### config.mk
export PLATFORM = sky130hd
export DESIGN_NAME = scan_shift_ctrl
export DESIGN_NICKNAME = d
export VERILOG_FILES = /design/src/rtl/scan_shift_ctrl.sv
export SDC_FILE = /design/constraint.sdc
export NUM_CORES = 1
export LEC_CHECK = 0
export ABC_AREA = 1
export CORE_MARGIN = 2
export CORE_UTILIZATION = 40
export CTS_CLUSTER_SIZE = 14
export DETAILED_ROUTE_END_ITERATION = 6
export HOLD_SLACK_MARGIN = 0.15
export PLACE_DENSITY_LB_ADDON = 0.15
export SYNTH_ARGS = -nofsm -noshare
export SYNTH_HDL_FRONTEND = slang
export SYNTH_SLANG_ARGS = --single-unit
### constraint.sdc
create_clock -name CLK -period 1.95 [get_ports CLK]
set_input_delay 0.2925 -clock CLK [delete_from_list [all_inputs] [get_ports CLK]]
set_output_delay 0.2925 -clock CLK [all_outputs]
set_load 0.03 [all_outputs]
### src/rtl/scan_shift_ctrl.sv
// Scan shift controller: serially loads a parallel pattern into a CDR scan
// chain, pulses one capture cycle, unloads the response, and compares it
// against a masked expected value.
module scan_shift_ctrl #(
  parameter int CHAIN_LEN = 8,
  parameter int CNT_W     = 7
) (
  input  logic                 CLK,
  input  logic                 CoreIN_RESET,
  input  logic                 start,
  input  logic [CHAIN_LEN-1:0] pattern_in,
  input  logic [CHAIN_LEN-1:0] expect_in,
  input  logic [CHAIN_LEN-1:0] mask_in,
  input  logic                 ScanChainOut,
  output logic                 ScanChainIN,
  output logic                 se,
  output logic                 busy,
  output logic                 done,
  output logic                 pass,
  output logic [CHAIN_LEN-1:0] response_out,
  output logic [15:0]          pattern_cnt
);

  // Index width for selecting one pattern bit; never wider than the counter.
  localparam int IW = (CHAIN_LEN > 1) ? $clog2(CHAIN_LEN) : 1;
  localparam logic [CNT_W-1:0] TERM_CNT = CNT_W'(CHAIN_LEN - 1);

  typedef enum logic [2:0] {
    IDLE      = 3'd0,
    SHIFT_IN  = 3'd1,
    CAPTURE   = 3'd2,
    SHIFT_OUT = 3'd3,
    DONE      = 3'd4
  } state_t;

  state_t               state, nextState;
  logic [CNT_W-1:0]     cnt;
  logic [CNT_W-1:0]     cntInc;
  logic [CHAIN_LEN-1:0] patReg, expReg, maskReg;
  logic [CHAIN_LEN-1:0] respNext;
  logic                 accept, lastCnt, finishOut;
  logic                 seNext, sinNext;

  assign cntInc    = cnt + CNT_W'(1);
  assign lastCnt   = (cnt == TERM_CNT);
  assign accept    = (state == IDLE) && start;
  assign finishOut = (state == SHIFT_OUT) && lastCnt;
  // Right shift: first sampled bit ends up in bit 0 after CHAIN_LEN samples.
  assign respNext  = {ScanChainOut, response_out[CHAIN_LEN-1:1]};

  assign busy = (state != IDLE);
  assign done = (state == DONE);

  // State register.
  always_ff @(posedge CLK or posedge CoreIN_RESET) begin
    if (CoreIN_RESET) state <= IDLE;
    else              state <= nextState;
  end

  // Next-state logic plus the next values of the registered chain controls.
  // se/ScanChainIN are registered from next state so they line up exactly
  // with the state they belong to, without a combinational path to the chain.
  always_comb begin
    nextState = state;
    seNext    = 1'b0;
    sinNext   = 1'b0;
    case (state)
      IDLE:      if (start)   nextState = SHIFT_IN;
      SHIFT_IN:  if (lastCnt) nextState = CAPTURE;
      CAPTURE:                nextState = SHIFT_OUT;
      SHIFT_OUT: if (lastCnt) nextState = DONE;
      DONE:                   nextState = IDLE;
      default:                nextState = IDLE;
    endcase
    seNext = (nextState == SHIFT_IN) || (nextState == SHIFT_OUT);
    if (accept)
      sinNext = pattern_in[0];
    else if ((state == SHIFT_IN) && !lastCnt)
      sinNext = patReg[cntInc[IW-1:0]];
  end

  // Shift counter: runs 0..N-1 in the two shift states, parked at 0 elsewhere.
  always_ff @(posedge CLK or posedge CoreIN_RESET) begin
    if (CoreIN_RESET)
      cnt <= '0;
    else if (((state == SHIFT_IN) || (state == SHIFT_OUT)) && !lastCnt)
      cnt <= cntInc;
    else
      cnt <= '0;
  end

  // Operand latches: captured only on acceptance, untouched while busy.
  always_ff @(posedge CLK or posedge CoreIN_RESET) begin
    if (CoreIN_RESET) begin
      patReg  <= '0;
      expReg  <= '0;
      maskReg <= '0;
    end else if (accept) begin
      patReg  <= pattern_in;
      expReg  <= expect_in;
      maskReg <= mask_in;
    end
  end

  // Registered chain controls.
  always_ff @(posedge CLK or posedge CoreIN_RESET) begin
    if (CoreIN_RESET) begin
      se          <= 1'b0;
      ScanChainIN <= 1'b0;
    end else begin
      se          <= seNext;
      ScanChainIN <= sinNext;
    end
  end

  // Response unload, compare result and saturating pattern counter.
  always_ff @(posedge CLK or posedge CoreIN_RESET) begin
    if (CoreIN_RESET) begin
      response_out <= '0;
      pass         <= 1'b0;
      pattern_cnt  <= '0;
    end else begin
      if (state == SHIFT_OUT)
        response_out <= respNext;
      if (accept)
        pass <= 1'b0;
      else if (finishOut)
        pass <= (((respNext ^ expReg) & ~maskReg) == '0);
      if (finishOut && (pattern_cnt != 16'hFFFF))
        pattern_cnt <= pattern_cnt + 16'd1;
    end
  end

endmodule
## Yosys cells after proc, flatten, opt, wreduce, memory -nomap -nowiden

Index checks and enable logic that the tools add are counted.

- Equal/unequal tests: 8
- Shift-type cells: 0
- Reduce and logical (&&, ||, !) cells: 12
- Multiply operators: 0
- $lt $le $gt $ge: 1
- Divide/modulo/power cells: 0
- Multiplexer cells: 11
- Bitwise gates (word level): 3
- Add/sub/neg operators: 2

Operators by type and width:

| kind | count |
|---|---|
| $add 16x1->16 const B | 1 |
| $ne 16x16->1 const B | 1 |
| $pmux 3 s4 | 1 |
| $eq 3x2->1 const B | 3 |
| $mux 3 | 3 |
| $and 8x8->8 | 1 |
| $logic_not 8->1 | 1 |
| $not 8->8 | 1 |
| $xor 8x8->8 | 1 |
| $add 7x1->7 const B | 1 |
| $eq 7x3->1 const B | 1 |
| $mux 7 | 1 |
| $eq 3x1->1 const B | 2 |
| $logic_and 1x1->1 | 5 |
| $mux 1 | 5 |
| $lt 3x4->1 const B | 1 |
| $bmux 1 s3 | 1 |
| $eq 3x3->1 const B | 1 |
| $logic_not 3->1 | 1 |
| $reduce_bool 3->1 | 1 |
| $logic_or 1x1->1 | 2 |
| $reduce_bool 2->1 | 1 |
| $logic_not 1->1 | 1 |

- ROM bits: 0
- Input port bits: 28
- Memories: 0
- Bits in writable memories: 0
- Flip-flop bits (word level): 61
- Logic and storage cells: 47
- Latch bits: 0

## Depth between registers and ports, before layout

- Depth after elaboration: 5
- Mapped depth: 10

## Worst setup path before layout

OpenSTA, ideal clock, no wires.

- Path type: flip-flop to flip-flop
- Start point: register pattern_cnt[0]
- End point: register pattern_cnt[8]
- Data arrival time: 1559 ps
- Path buffers: 1
- Data required time: 1833 ps
- Setup slack: 274 ps
- Setup time: 117 ps
- Cell stages (with the launch flop): 10
- Path through: dfrtp_1 -> ha_1 -> nand3_2 -> nor3_2 -> nand2_1 -> nand2_2 -> inv_1 -> buf_6 -> nand2_1 -> nand2_1

- Cells in the longest elaborated chain, start to end: 2
- Elaborated cells between the ends (all ways): 3

RTL lines:

| what | RTL line | source |
|---|---|---|
| from (decl) | 21 | `output logic [15:0] pattern_cnt` |
| from (signal assigned) | 130 | `pattern_cnt <= pattern_cnt + 16'd1;` |
| branches (longest 2 deep; another with $add 16x1->16) | - |  |

Several ways; the timed one is not identified.
A chain may end at the register's enable or synchronous reset.

## Worst setup path in the final report

- Start point: register pattern_cnt[2]
- End point: output pattern_cnt[2]

No word-level cell between the ends.

==> flow_metrics.env <==
export IMPL_worstSetupEndpointType="primary output"
export IMPL_synth_most_common_cell="nand2_1"
export IMPL_yosysTopAreaCellShare_pct=51.0
export IMPL_ctsResizeCount=1
export IMPL_antenna_found_initial=0
export IMPL_row_count=31
export IMPL_io_buffers=56
export IMPL_crit_arrival_ns=1.54
export IMPL_die_area_mm2=0.00819
export IMPL_fin_util_pct=53.1
export IMPL_clock_fmax_mhz=545
export IMPL_mappedNetlistNets=420
export IMPL_fin_skew_ns=0.00936
export IMPL_drv_cap=0
export IMPL_viasPerCell=4.62
export IMPL_yosys_warnings=0
export IMPL_synthTopCellsByCount="nand2_1, dfrtp_1, inv_1"
export IMPL_combPwrFrac_pct=38.0
export IMPL_core_area_mm2=0.00725
export IMPL_wirelength_mm=6.33
export IMPL_path_buf_inv=1
export IMPL_r2r_slack_ns=0.29
export IMPL_post_cts_buffers=0
export IMPL_netlist_area_mm2=0.00299
export IMPL_dieWidth_um=90.5
export IMPL_cts_sinks=61
export IMPL_io_pins=57
export IMPL_layout_nets=483
export IMPL_worstSetupPathDepth=1
export IMPL_cp_required_ns=1.66
export IMPL_slew_violations=0
export IMPL_yosysUniqueCellTypes=26
export IMPL_routedWlPerCell_um=11.4
export IMPL_ctsHtreeMaxLevel=3
export IMPL_vias=2564
export IMPL_internal_power_mw=2.81
export IMPL_power_switching_mw=1.78
export IMPL_yosys_area_top_type="dfrtp_1"
export IMPL_drt_pass1_iterations=4
export IMPL_r2r_cells=9
export IMPL_power_frac_clock_pct=20.2
export IMPL_cp_max_fo=7
export IMPL_drive_above_1_share_pct=5.92
export IMPL_period_share_pct=94.1
export IMPL_ys_flop_type="dfrtp_1"
export IMPL_slew_headroom_pct=70.9
export IMPL_p_leak_nw=1.83
export IMPL_clk_pin_slew_ns=0.07
export IMPL_numCtsBuffers=9
export IMPL_period_needed_ns=1.84
export IMPL_ys_seq_area_share_pct=51.0
export IMPL_cpPeakStageDelay_ns=0.72
export IMPL_reg2reg_from="cnt[1]$_DFF_PP0_"
export IMPL_die_h_um=90.5
export IMPL_initial_core_util_pct=41.2
export IMPL_cts_root_buffer_cell="clkbuf_8"
export IMPL_synth_seq_cells=61
export IMPL_grt_pass1_wl_mm=10.9
export IMPL_tightest_slew_ns=0.436
export IMPL_drt_iter0_markers=76
export IMPL_crit_family="buffers and inverters"
export IMPL_rsz0062_at_grt="false"
export IMPL_grt_start_max_net_pins=41
export IMPL_antenna_left=0
export IMPL_synth_enable_flop_cells=0
export IMPL_finalSetupViolations=0
export IMPL_area_growth_syn_to_layout_pct=28.7
export IMPL_antenna_cells=0
export IMPL_drc_errors=0
export IMPL_setup_tns_ns=0
export IMPL_tritoncts="done"
export IMPL_gr_total_overflow=0
export IMPL_hold_ws_ns=0.278
export IMPL_synthArstFlopShare_pct=100
export IMPL_postSynthCellCount=390
export IMPL_switching_share_pct=38.9
export IMPL_hold_buffers=0
export IMPL_grt_pass1_vias=2513
export IMPL_dpl_hpwl_mm=4.62
export IMPL_gp_congestion=0.861
export IMPL_yosys_top_cells_area="dfrtp_1, nand2_1, inv_1"
export IMPL_clockBufferDepth=2
export IMPL_clk_latency_ns=0.33
export IMPL_cpMaxStageDelayCell="clkdlybuf4s50_1"
export IMPL_worst_setup_path_start_kind="flip-flop"
export IMPL_crit_type="reg -> out"
export IMPL_hold_class="in -> async"
export IMPL_synth_avg_cell_area_um2=7.67
export IMPL_peakVddDrop_mv=0.620
export IMPL_path_cells="clkdlybuf4s50_1"
export IMPL_status="complete, no violations"
export IMPL_grt_usage_pct=16.6
export IMPL_hold_viol_final=0
export IMPL_rr_endpoint="pattern_cnt[9]$_DFFE_PP0P_"
export IMPL_seq_power_share_pct=41.8
export IMPL_powerDensity_mw_per_mm2=1190
through the flow:
stage / setup WS [ns] / total power, mW / area, um^2 / cells
final: 0.114 / 4.59 / 3850 / 555
after CTS: 0.0225 / 4.66 / 3850 / 555
after global routing: 0.0434 / 4.95 / 3850 / 555
after floorplan: 0.144 / 3.10 / 2990 / 390
after global placement: 0.288 / 3.67 / 3700 / 541
after detailed placement: 0.281 / 3.71 / 3700 / 541
worst max-delay path by stage:
stage,from,slack [ns],end
floorplan,CoreIN_RESET,0.14,ScanChainIN$_DFF_PP0_
global placement,cnt[0]$_DFF_PP0_,0.29,pattern_cnt[15]$_DFFE_PP0P_
detailed placement,cnt[1]$_DFF_PP0_,0.28,pattern_cnt[7]$_DFFE_PP0P_
CTS,state[1]$_DFF_PP0_,0.02,busy
global route,pattern_cnt[2]$_DFFE_PP0P_,0.04,pattern_cnt[2]
finish,pattern_cnt[2]$_DFFE_PP0P_,0.11,pattern_cnt[2]
layout make-up:
cell class | instances | area (um^2)
fill | 721 | 3400
timing repair buffer | 62 | 644
clock buffer | 9 | 124
sequential | 61 | 1530
multi-input combinational | 272 | 1230
tap | 99 | 124
inverter | 47 | 176
clock inverter | 5 | 30.0
registers in the layout, indices dropped and copies added, names as in the netlist:
signal	flops
patReg	8
response_out	8
expReg	8
state	3
maskReg	8
ScanChainIN	1
pattern_cnt	16
se	1
cnt	7
pass	1
placed cells by master (no fill, tap or decap), types with 4 or more instances in the layout:
| cell | count |
|---|---|
| inv_1 | 46 |
| o21ai_0 | 31 |
| nand2_1 | 156 |
| dfrtp_1 | 61 |
| nand3_1 | 20 |
| xnor2_1 | 5 |
| clkdlybuf4s50_1 | 54 |
| xor2_1 | 4 |
| clkbuf_8 | 9 |
| nor2_1 | 31 |
| nand3b_1 | 4 |
layer usage:
layer / wire length, um / vias up / GRT usage, %
li1: - / 1328 / -
met3: 255 / 12 / 3.76
met1: 2870 / 1178 / 19.6
met2: 3090 / 46 / 28.4
met5: 0 / - / 0
met4: 117 / 0 / 8.46
logic make-up (layout without fill, tap and decap cells):
kind of cell | after synthesis | in the layout | share of synthesized area [%]
buf+inv | 57 | 123 | 7.99
simple gates | 225 | 225 | 31.3
compound gates | 36 | 36 | 6.19
xor+xnor | 9 | 9 | 2.63
flops | 61 | 61 | 51.0
fa+ha+maj | 2 | 2 | 0.836
power by group through the flow:
stage	clock network, mW	registers [mW]	logic (mW)
after global routing	1.00	1.97	1.98
final	0.926	1.92	1.74
after floorplan	0	2.10	0.996
after global placement	0	1.93	1.74
after detailed placement	0	1.94	1.77
after CTS	0.954	1.92	1.78
No activity file was read; power rests on OpenSTA's default activity.
